[src/rtl/spawn_pkg.sv]
// Shared state enum, field widths and default screen constants for the spawn scheduler.
// Optional feature macro honoured by spawn_scheduler: SPAWN_SPREAD_EN.
package spawn_pkg;

   typedef enum logic [1:0] {
      IDLE   = 2'd0,
      SAMPLE = 2'd1,
      MOVE   = 2'd2,
      SPAWN  = 2'd3
   } state_t;

   localparam int X_W  = 10;
   localparam int Y_W  = 9;
   localparam int CD_W = 8;

   localparam int DEF_SLOTS        = 8;
   localparam int DEF_SCREEN_W     = 640;
   localparam int DEF_SCREEN_H     = 480;
   localparam int DEF_OBJ_W        = 16;
   localparam int DEF_SPAWN_PERIOD = 30;
   localparam int DEF_FALL_SPEED   = 2;

endpackage

[src/rtl/spawn_scheduler_x_map.sv]
// Folds a 10-bit random value into 0..X_RANGE-1 with one conditional subtract;
// this is exact because 2*X_RANGE covers the whole 10-bit input range.
module x_map
   import spawn_pkg::*;
#(
   parameter int X_RANGE = DEF_SCREEN_W - DEF_OBJ_W + 1
)(
   input  logic [X_W-1:0] rand_v,
   output logic [X_W-1:0] x
);

   localparam logic [X_W-1:0] RANGE_V = X_W'(X_RANGE);

   assign x = (rand_v >= RANGE_V) ? (rand_v - RANGE_V) : rand_v;

endmodule

[src/rtl/spawn_scheduler.sv]
// Per-frame falling-object slot table: sample random, move/retire, periodic spawn.
// Optional SPAWN_SPREAD_EN defers spawns landing within OBJ_W of the previous spawn x.
//
//   state  | meaning
//   IDLE   | waiting for frame & enable
//   SAMPLE | latch rand_i into rand_q
//   MOVE   | advance live objects, retire off-screen ones, tick countdown
//   SPAWN  | place new object in lowest free slot when countdown is zero
module spawn_scheduler
   import spawn_pkg::*;
#(
   parameter int SLOTS        = DEF_SLOTS,
   parameter int SCREEN_W     = DEF_SCREEN_W,
   parameter int SCREEN_H     = DEF_SCREEN_H,
   parameter int OBJ_W        = DEF_OBJ_W,
   parameter int SPAWN_PERIOD = DEF_SPAWN_PERIOD,
   parameter int FALL_SPEED   = DEF_FALL_SPEED
)(
   input  logic                 clk,
   input  logic                 rst,
   input  logic                 frame,
   input  logic [X_W-1:0]       rand_i,
   input  logic                 enable,
   input  logic [SLOTS-1:0]     clear_i,
   output logic [SLOTS-1:0]     obj_valid,
   output logic [SLOTS*X_W-1:0] obj_x,
   output logic [SLOTS*Y_W-1:0] obj_y,
   output logic                 spawn_drop,
   output logic                 miss,
   output logic                 done
);

   localparam int              X_RANGE = SCREEN_W - OBJ_W + 1;
   localparam logic [Y_W:0]    Y_LIMIT = (Y_W+1)'(SCREEN_H);
   localparam logic [Y_W:0]    Y_STEP  = (Y_W+1)'(FALL_SPEED);
   localparam logic [CD_W-1:0] CD_LOAD = CD_W'(SPAWN_PERIOD - 1);

   state_t           state, state_nxt;
   logic             do_sample, do_move, do_spawn;
   logic [X_W-1:0]   rand_q, spawn_x;
   logic [CD_W-1:0]  countdown;
   logic [SLOTS-1:0] valid_q, off_screen, free, spawn_sel;
   logic [X_W-1:0]   x_q [SLOTS];
   logic [Y_W-1:0]   y_q [SLOTS];
   logic [Y_W:0]     y_next [SLOTS];
   logic             spread_ok, spawn_due;

   always_ff @(posedge clk) begin
      if (rst) state <= IDLE;
      else     state <= state_nxt;
   end

   always_comb begin
      state_nxt = state;
      case (state)
         IDLE:    if (frame && enable) state_nxt = SAMPLE;
         SAMPLE:  state_nxt = MOVE;
         MOVE:    state_nxt = SPAWN;
         SPAWN:   state_nxt = IDLE;
         default: state_nxt = IDLE;
      endcase
   end

   always_comb begin
      do_sample = 1'b0;
      do_move   = 1'b0;
      do_spawn  = 1'b0;
      case (state)
         SAMPLE:  do_sample = 1'b1;
         MOVE:    do_move   = 1'b1;
         SPAWN:   do_spawn  = 1'b1;
         default: ;
      endcase
   end

   x_map #(.X_RANGE(X_RANGE)) u_x_map (
      .rand_v (rand_q),
      .x      (spawn_x)
   );

   always_comb begin
      for (int k = 0; k < SLOTS; k++) begin
         y_next[k]     = {1'b0, y_q[k]} + Y_STEP;
         off_screen[k] = (y_next[k] >= Y_LIMIT);
      end
   end

   // clear_i lands in the same cycle, so valid_q already holds every earlier clear;
   // a clear colliding with the spawn write loses to the spawn.
   assign free      = ~valid_q;
   assign spawn_due = do_spawn && (countdown == '0) && spread_ok;
   assign spawn_sel = spawn_due ? (free & (~free + SLOTS'(1))) : '0;

`ifdef SPAWN_SPREAD_EN
   localparam logic [X_W-1:0] SPREAD_MIN = X_W'(OBJ_W);
   logic [X_W-1:0] last_x, x_dist;

   always_comb begin
      x_dist    = (spawn_x >= last_x) ? (spawn_x - last_x) : (last_x - spawn_x);
      spread_ok = (x_dist >= SPREAD_MIN);
   end

   always_ff @(posedge clk) begin
      if (rst)                             last_x <= '0;
      else if (spawn_due && (free != '0))  last_x <= spawn_x;
   end
`else
   assign spread_ok = 1'b1;
`endif

   always_ff @(posedge clk) begin
      if (rst) begin
         valid_q    <= '0;
         rand_q     <= '0;
         countdown  <= '0;
         miss       <= 1'b0;
         spawn_drop <= 1'b0;
         done       <= 1'b0;
         for (int k = 0; k < SLOTS; k++) begin
            x_q[k] <= '0;
            y_q[k] <= '0;
         end
      end else begin
         if (do_sample) rand_q <= rand_i;
         for (int k = 0; k < SLOTS; k++) begin
            if (spawn_sel[k]) begin
               valid_q[k] <= 1'b1;
               x_q[k]     <= spawn_x;
               y_q[k]     <= '0;
            end else if (clear_i[k]) begin
               valid_q[k] <= 1'b0;
            end else if (do_move && valid_q[k]) begin
               if (off_screen[k]) valid_q[k] <= 1'b0;
               else               y_q[k]     <= y_next[k][Y_W-1:0];
            end
         end
         if (do_move && (countdown != '0))        countdown <= countdown - CD_W'(1);
         else if (spawn_due && (free != '0))      countdown <= CD_LOAD;
         miss       <= do_move && |(valid_q & off_screen);
         spawn_drop <= spawn_due && (free == '0);
         done       <= do_spawn;
      end
   end

   assign obj_valid = valid_q;

   for (genvar k = 0; k < SLOTS; k++) begin : g_pack
      assign obj_x[k*X_W +: X_W] = x_q[k];
      assign obj_y[k*Y_W +: Y_W] = y_q[k];
   end

endmodule

[config.mk]
export PLATFORM = sky130hd
export DESIGN_NAME = spawn_scheduler
export DESIGN_NICKNAME = d
export VERILOG_FILES = /design/src/rtl/spawn_pkg.sv /design/src/rtl/spawn_scheduler_x_map.sv /design/src/rtl/spawn_scheduler.sv
export SDC_FILE = /design/constraint.sdc
export NUM_CORES = 1
export LEC_CHECK = 0
export BUFFER_PORTS_ARGS = -buffer_cell sky130_fd_sc_hd__buf_2
export CAP_MARGIN = 25
export CORE_UTILIZATION = 50
export DETAILED_ROUTE_END_ITERATION = 6
export PLACE_DENSITY = 0.75
export SLEW_MARGIN = 10
export SYNTH_ARGS = -nofsm -noshare
export SYNTH_HDL_FRONTEND = slang
export SYNTH_HIERARCHICAL = 1
export SYNTH_SLANG_ARGS = --single-unit
[constraint.sdc]
create_clock -name clk -period 4.3 [get_ports clk]
set_input_delay 0.215 -clock clk [delete_from_list [all_inputs] [get_ports clk]]
set_output_delay 0.215 -clock clk [all_outputs]
set_load 0.01 [all_outputs]
==> impl_metrics.xml <==
<?xml version="1.0" encoding="UTF-8"?>
<metrics>
  <group name="run_status">
    <metric name="outcome" unit="">finished, final reports clean</metric>
  </group>
  <group name="clock_network">
    <metric name="cts_repair_resized_insts" unit="">0</metric>
    <metric name="cts_tree" unit="">done</metric>
    <metric name="cts.htree.levels" unit="">4</metric>
    <metric name="clk_path_buf_depth" unit="">2</metric>
    <metric name="worst_skew_pair.late_latency" unit="ps">440</metric>
    <metric name="cts.clk_slew.worst_paths" unit="ps">70</metric>
    <metric name="cts_inserted_buffers" unit="">17</metric>
    <metric name="cts_root_buffer" unit="">sky130_fd_sc_hd__clkbuf_16</metric>
    <metric name="clock_sink_count" unit="">175</metric>
  </group>
  <group name="cells_and_area">
    <metric name="layout.core_utilization" unit="%">61.9</metric>
    <metric name="final.fill_count" unit="">1333</metric>
    <metric name="final-seq-area" unit="um^2">4940</metric>
    <metric name="layout.nets" unit="">950</metric>
    <metric name="area_growth" unit="%">20.1</metric>
    <metric name="fin_cells" unit="">1136</metric>
    <metric name="area_taken_by_multi_input_logic_gates" unit="um^2">3050</metric>
    <metric name="post_route_cells_drive_above_1_share" unit="%">24.8</metric>
  </group>
  <group name="synthesis">
    <metric name="number_of_storage_elements_in_the_synthesis_netlist" unit="">175</metric>
    <metric name="synth_top_cell_by_area" unit="">sky130_fd_sc_hd__edfxtp_1</metric>
    <metric name="yosys_warnings" unit="">6</metric>
    <metric name="synth.distinct_cells" unit="">74</metric>
    <metric name="netlist_top_cells_area" unit="">sky130_fd_sc_hd__edfxtp_1 52%, sky130_fd_sc_hd__dfxtp_1 7.5%, sky130_fd_sc_hd__nor2_1 6.6%</metric>
    <metric name="post_synth_inst_count" unit="">726</metric>
    <metric name="synth-edff-count" unit="">144</metric>
    <metric name="synth_seq_area_share" unit="%">60.0</metric>
    <metric name="post_synth_instance_area" unit="um^2">8240</metric>
    <metric name="synthArstFlopShare" unit="%">0</metric>
    <metric name="syn_avg_cell_area" unit="um^2">11.4</metric>
    <metric name="ys_dominant_reg_cell" unit="">sky130_fd_sc_hd__edfxtp_1</metric>
    <metric name="share_of_the_synthesized_area_in_the_top_cell_type" unit="%">52.5</metric>
  </group>
  <group name="floorplanning">
    <metric name="floorplan.initialDensity" unit="%">51.5</metric>
    <metric name="die_height" unit="um">130</metric>
    <metric name="die_area" unit="um^2">17000</metric>
    <metric name="coreArea" unit="um^2">16000</metric>
    <metric name="die_x" unit="um">130</metric>
    <metric name="ioPinCount" unit="">185</metric>
    <metric name="std_cell_rows" unit="">46</metric>
  </group>
  <group name="place">
    <metric name="number_of_port_buffers" unit="">176</metric>
    <metric name="preCtsSetupSlack" unit="ps">1220</metric>
    <metric name="dpl.cell_count" unit="">1100</metric>
    <metric name="detailedPlacementHpwl" unit="um">13600</metric>
    <metric name="final_weighted_congestion_in_routability_driven_placement" unit="">0.907</metric>
  </group>
  <group name="timing">
    <metric name="final-hold-violation-count" unit="">0</metric>
    <metric name="slew_headroom" unit="%">50.0</metric>
    <metric name="finalCritPeriodShare" unit="%">72.7</metric>
    <metric name="final-setup-viol-count" unit="">0</metric>
    <metric name="finalCriticalPeriod" unit="ps">3130</metric>
    <metric name="timing.setup.tns" unit="ps">0</metric>
    <metric name="rsz0062_at_grt" unit="">no</metric>
    <metric name="worst_slack" unit="ps">1170</metric>
    <metric name="timing.final.max_slew_violations" unit="">0</metric>
    <metric name="fmax" unit="MHz">320</metric>
    <metric name="worst-slew-pin-transition" unit="ps">748</metric>
    <metric name="fin_hold_ws" unit="ps">13.0</metric>
    <metric name="fin_skew" unit="ps">11.9</metric>
  </group>
  <group name="worst_setup_path">
    <metric name="timing.critical_path.cells" unit="">inv_1 &gt; ha_1 &gt; inv_1 &gt; nor2_1 &gt; nand2_1 &gt; o21bai_1</metric>
    <metric name="worstSetupPathDepth" unit="">6</metric>
    <metric name="worst_setup_path_start_kind" unit="">flip-flop</metric>
    <metric name="crit_slowest_cell" unit="">sky130_fd_sc_hd__o21bai_1</metric>
    <metric name="critPathRequiredTime" unit="ps">4360</metric>
    <metric name="reg2regPathDepth" unit="">6</metric>
    <metric name="timing_worst_setup_path_type" unit="">flip-flop to flip-flop</metric>
    <metric name="critPathMaxStageDelay" unit="ps">690</metric>
    <metric name="r2r-start" unit="">state[0]</metric>
    <metric name="critPathLaunch" unit="">state[0]</metric>
    <metric name="crit_fanout" unit="">11</metric>
    <metric name="worst_ep_arrival_time" unit="ps">3190</metric>
    <metric name="crit_path_end_kind" unit="">flip-flop</metric>
    <metric name="critical_path_buf_inv_count" unit="">2</metric>
    <metric name="critical_path.most_common_cell" unit="">sky130_fd_sc_hd__inv_1</metric>
    <metric name="crit_family" unit="">simple AND/OR/NAND/NOR gates</metric>
  </group>
  <group name="pwr">
    <metric name="cellPowerDensity" unit="nW/um^2">426</metric>
    <metric name="leakagePower" unit="nW">3.90</metric>
    <metric name="vdd.ir_drop.worst" unit="mV">0.323</metric>
  </group>
  <group name="global_routing">
    <metric name="globalRouteOverflowTotal" unit="">0</metric>
    <metric name="initial_antenna_violation_count" unit="">2</metric>
    <metric name="grt_pass1_wl" unit="um">28800</metric>
    <metric name="pin_count_of_the_biggest_net_entering_global_routing" unit="">32</metric>
    <metric name="gr-usage-all-layers" unit="%">22.6</metric>
    <metric name="grt_pass1_vias" unit="">5352</metric>
  </group>
  <group name="detailed_routing">
    <metric name="routed_wl" unit="um">18700</metric>
    <metric name="drt-vias-per-instance" unit="">5.47</metric>
    <metric name="drt_first_pass_iters" unit="">5</metric>
    <metric name="detail_route.iter0.violations" unit="">428</metric>
    <metric name="drt.antenna.violating_nets" unit="">0</metric>
    <metric name="drc_violations_left" unit="">0</metric>
    <metric name="route.detailed.wl_per_inst" unit="um">16.5</metric>
    <metric name="vias" unit="">6219</metric>
  </group>
  <group name="hold_path">
    <metric name="hold_path.class" unit="">primary input to flip-flop</metric>
    <metric name="timing.hold.worst.start" unit="">rand_i[9]</metric>
    <metric name="min_path_cells" unit="">3</metric>
  </group>
  <group name="flow_run">
    <metric name="timing.max_cap.violations" unit="">0</metric>
  </group>
</metrics>
worst reg2reg max path: stages (launching register included):
cell and delay [ps]:
sky130_fd_sc_hd__dfxtp_1 340, sky130_fd_sc_hd__inv_1 120, sky130_fd_sc_hd__ha_1 470, sky130_fd_sc_hd__inv_1 220, sky130_fd_sc_hd__nor2_1 560, sky130_fd_sc_hd__nand2_1 350
sky130_fd_sc_hd__o21bai_1 690
path summary, 6_finish.rpt:
check / slack (ps) / end
setup / recovery: 1170 / y_q[0][12]
hold / removal: 10 / rand_q[9]
setup reg to reg: 1170 / y_q[0][12]
hold reg to reg: 510 / state[1]
report_power, final:
| group | internal [W] | leakage (nW) | total, W | switching (W) |
|---|---|---|---|---|
| sequential | 0.00195 | 1.72 | 0.00207 | 0.000122 |
| clock | 0.000783 | 0.290 | 0.00152 | 0.000733 |
| combinational | 0.000234 | 1.89 | 0.000621 | 0.000386 |
| total | 0.00297 | 3.90 | 0.00421 | 0.00124 |
what timing repair did:
action                                  in CTS  in global routing
hold endpoints to repair                     1                  0
endpoints found under the setup margin       0                  0
buffers inserted                             0                  0
hold buffers                                 1                  0
routing by layer:
layer	part of all wire, %	vias up	wire [um]	track usage (%)
met5	0	-	0	0
met3	7.1	32	1330	4.85
met1	45	2958	8470	32.0
met4	2.3	0	423	8.99
met2	45	262	8520	34.1
li1	-	2967	-	-
layout make-up:
cell class	count	share of cell area (%)
multi-input combinational	500	30.9
timing repair buffer	178	9.08
clock inverter	14	1.74
antenna	3	0.0759
tap	216	2.73
sequential	175	50.0
clock buffer	18	4.34
inverter	32	1.21
state kept, by name, indices dropped and copies added, names as in the netlist:
name and count:
y_q 64, state 2, miss 1, spawn_drop 1, x_q 80, done 1
obj_valid 8, rand_q 10, countdown 8
through the flow:
stage | power, W | instance area, um^2
2_1_floorplan | 0.00252 | 8270
3_3_place_gp | 0.00271 | 9280
3_5_place_dp | 0.00272 | 9280
4_1_cts | 0.00422 | 9890
5_1_grt | 0.00437 | 9890
6_report | 0.00421 | 9900
cells by family after synthesis:
group           count (synthesis)  share of synthesized area [%]
fa+ha+maj                      24                           3.64
other cells                     1                         0.0455
mux                            11                           1.34
compound gates                 88                           7.53
flops                         175                           60.0
buf+inv                        58                           3.32
xor+xnor                       47                           4.99
simple gates                  322                           19.1
cell usage in the layout, fill, tap and decap left out, types with 4 or more instances in the layout:
cell type                   synthesis  final
sky130_fd_sc_hd__clkbuf_16          0     17
sky130_fd_sc_hd__a21oi_1           14     14
sky130_fd_sc_hd__buf_2              6    176
sky130_fd_sc_hd__nand4_1            9      9
sky130_fd_sc_hd__ha_1              24     24
sky130_fd_sc_hd__conb_1             1      8
sky130_fd_sc_hd__o21a_1             4      4
sky130_fd_sc_hd__nand3_1           33     33
sky130_fd_sc_hd__a211oi_1           8      8
sky130_fd_sc_hd__xor2_1            23     23
sky130_fd_sc_hd__and3_1             5      5
sky130_fd_sc_hd__o22ai_1            4      4
sky130_fd_sc_hd__o21ai_0           15     15
sky130_fd_sc_hd__mux2i_1           11     11
sky130_fd_sc_hd__nor2_1           144    144
sky130_fd_sc_hd__nor2b_1            8      8
sky130_fd_sc_hd__nor3b_1            7      7
sky130_fd_sc_hd__edfxtp_1         144    144
sky130_fd_sc_hd__clkinv_8           0      6
sky130_fd_sc_hd__nand2_1           54     54
sky130_fd_sc_hd__a311oi_1           4      4
sky130_fd_sc_hd__nor3_1            16     16
sky130_fd_sc_hd__xnor2_1           24     24
sky130_fd_sc_hd__dfxtp_1           31     31
sky130_fd_sc_hd__or2_2              4      4
sky130_fd_sc_hd__or3_1              4      4
sky130_fd_sc_hd__inv_1             32     32
sky130_fd_sc_hd__a21o_1             4      4
sky130_fd_sc_hd__and4_1             7      7
cells in the mapped netlist (8+ instances only):
cell and number:
sky130_fd_sc_hd__nor2b_1 8, sky130_fd_sc_hd__mux2i_1 11, sky130_fd_sc_hd__a211oi_1 8, sky130_fd_sc_hd__nor2_1 144, sky130_fd_sc_hd__a21oi_1 14, sky130_fd_sc_hd__xnor2_1 24, sky130_fd_sc_hd__xor2_1 23, sky130_fd_sc_hd__clkbuf_1 8
sky130_fd_sc_hd__edfxtp_1 144, sky130_fd_sc_hd__buf_4 9, sky130_fd_sc_hd__nor3_1 16, sky130_fd_sc_hd__ha_1 24, sky130_fd_sc_hd__nand3_1 33, sky130_fd_sc_hd__nand2_1 54, sky130_fd_sc_hd__o21ai_0 15, sky130_fd_sc_hd__nand4_1 9
sky130_fd_sc_hd__inv_1 32, sky130_fd_sc_hd__dfxtp_1 31
Power figures use the tool's default switching activity.
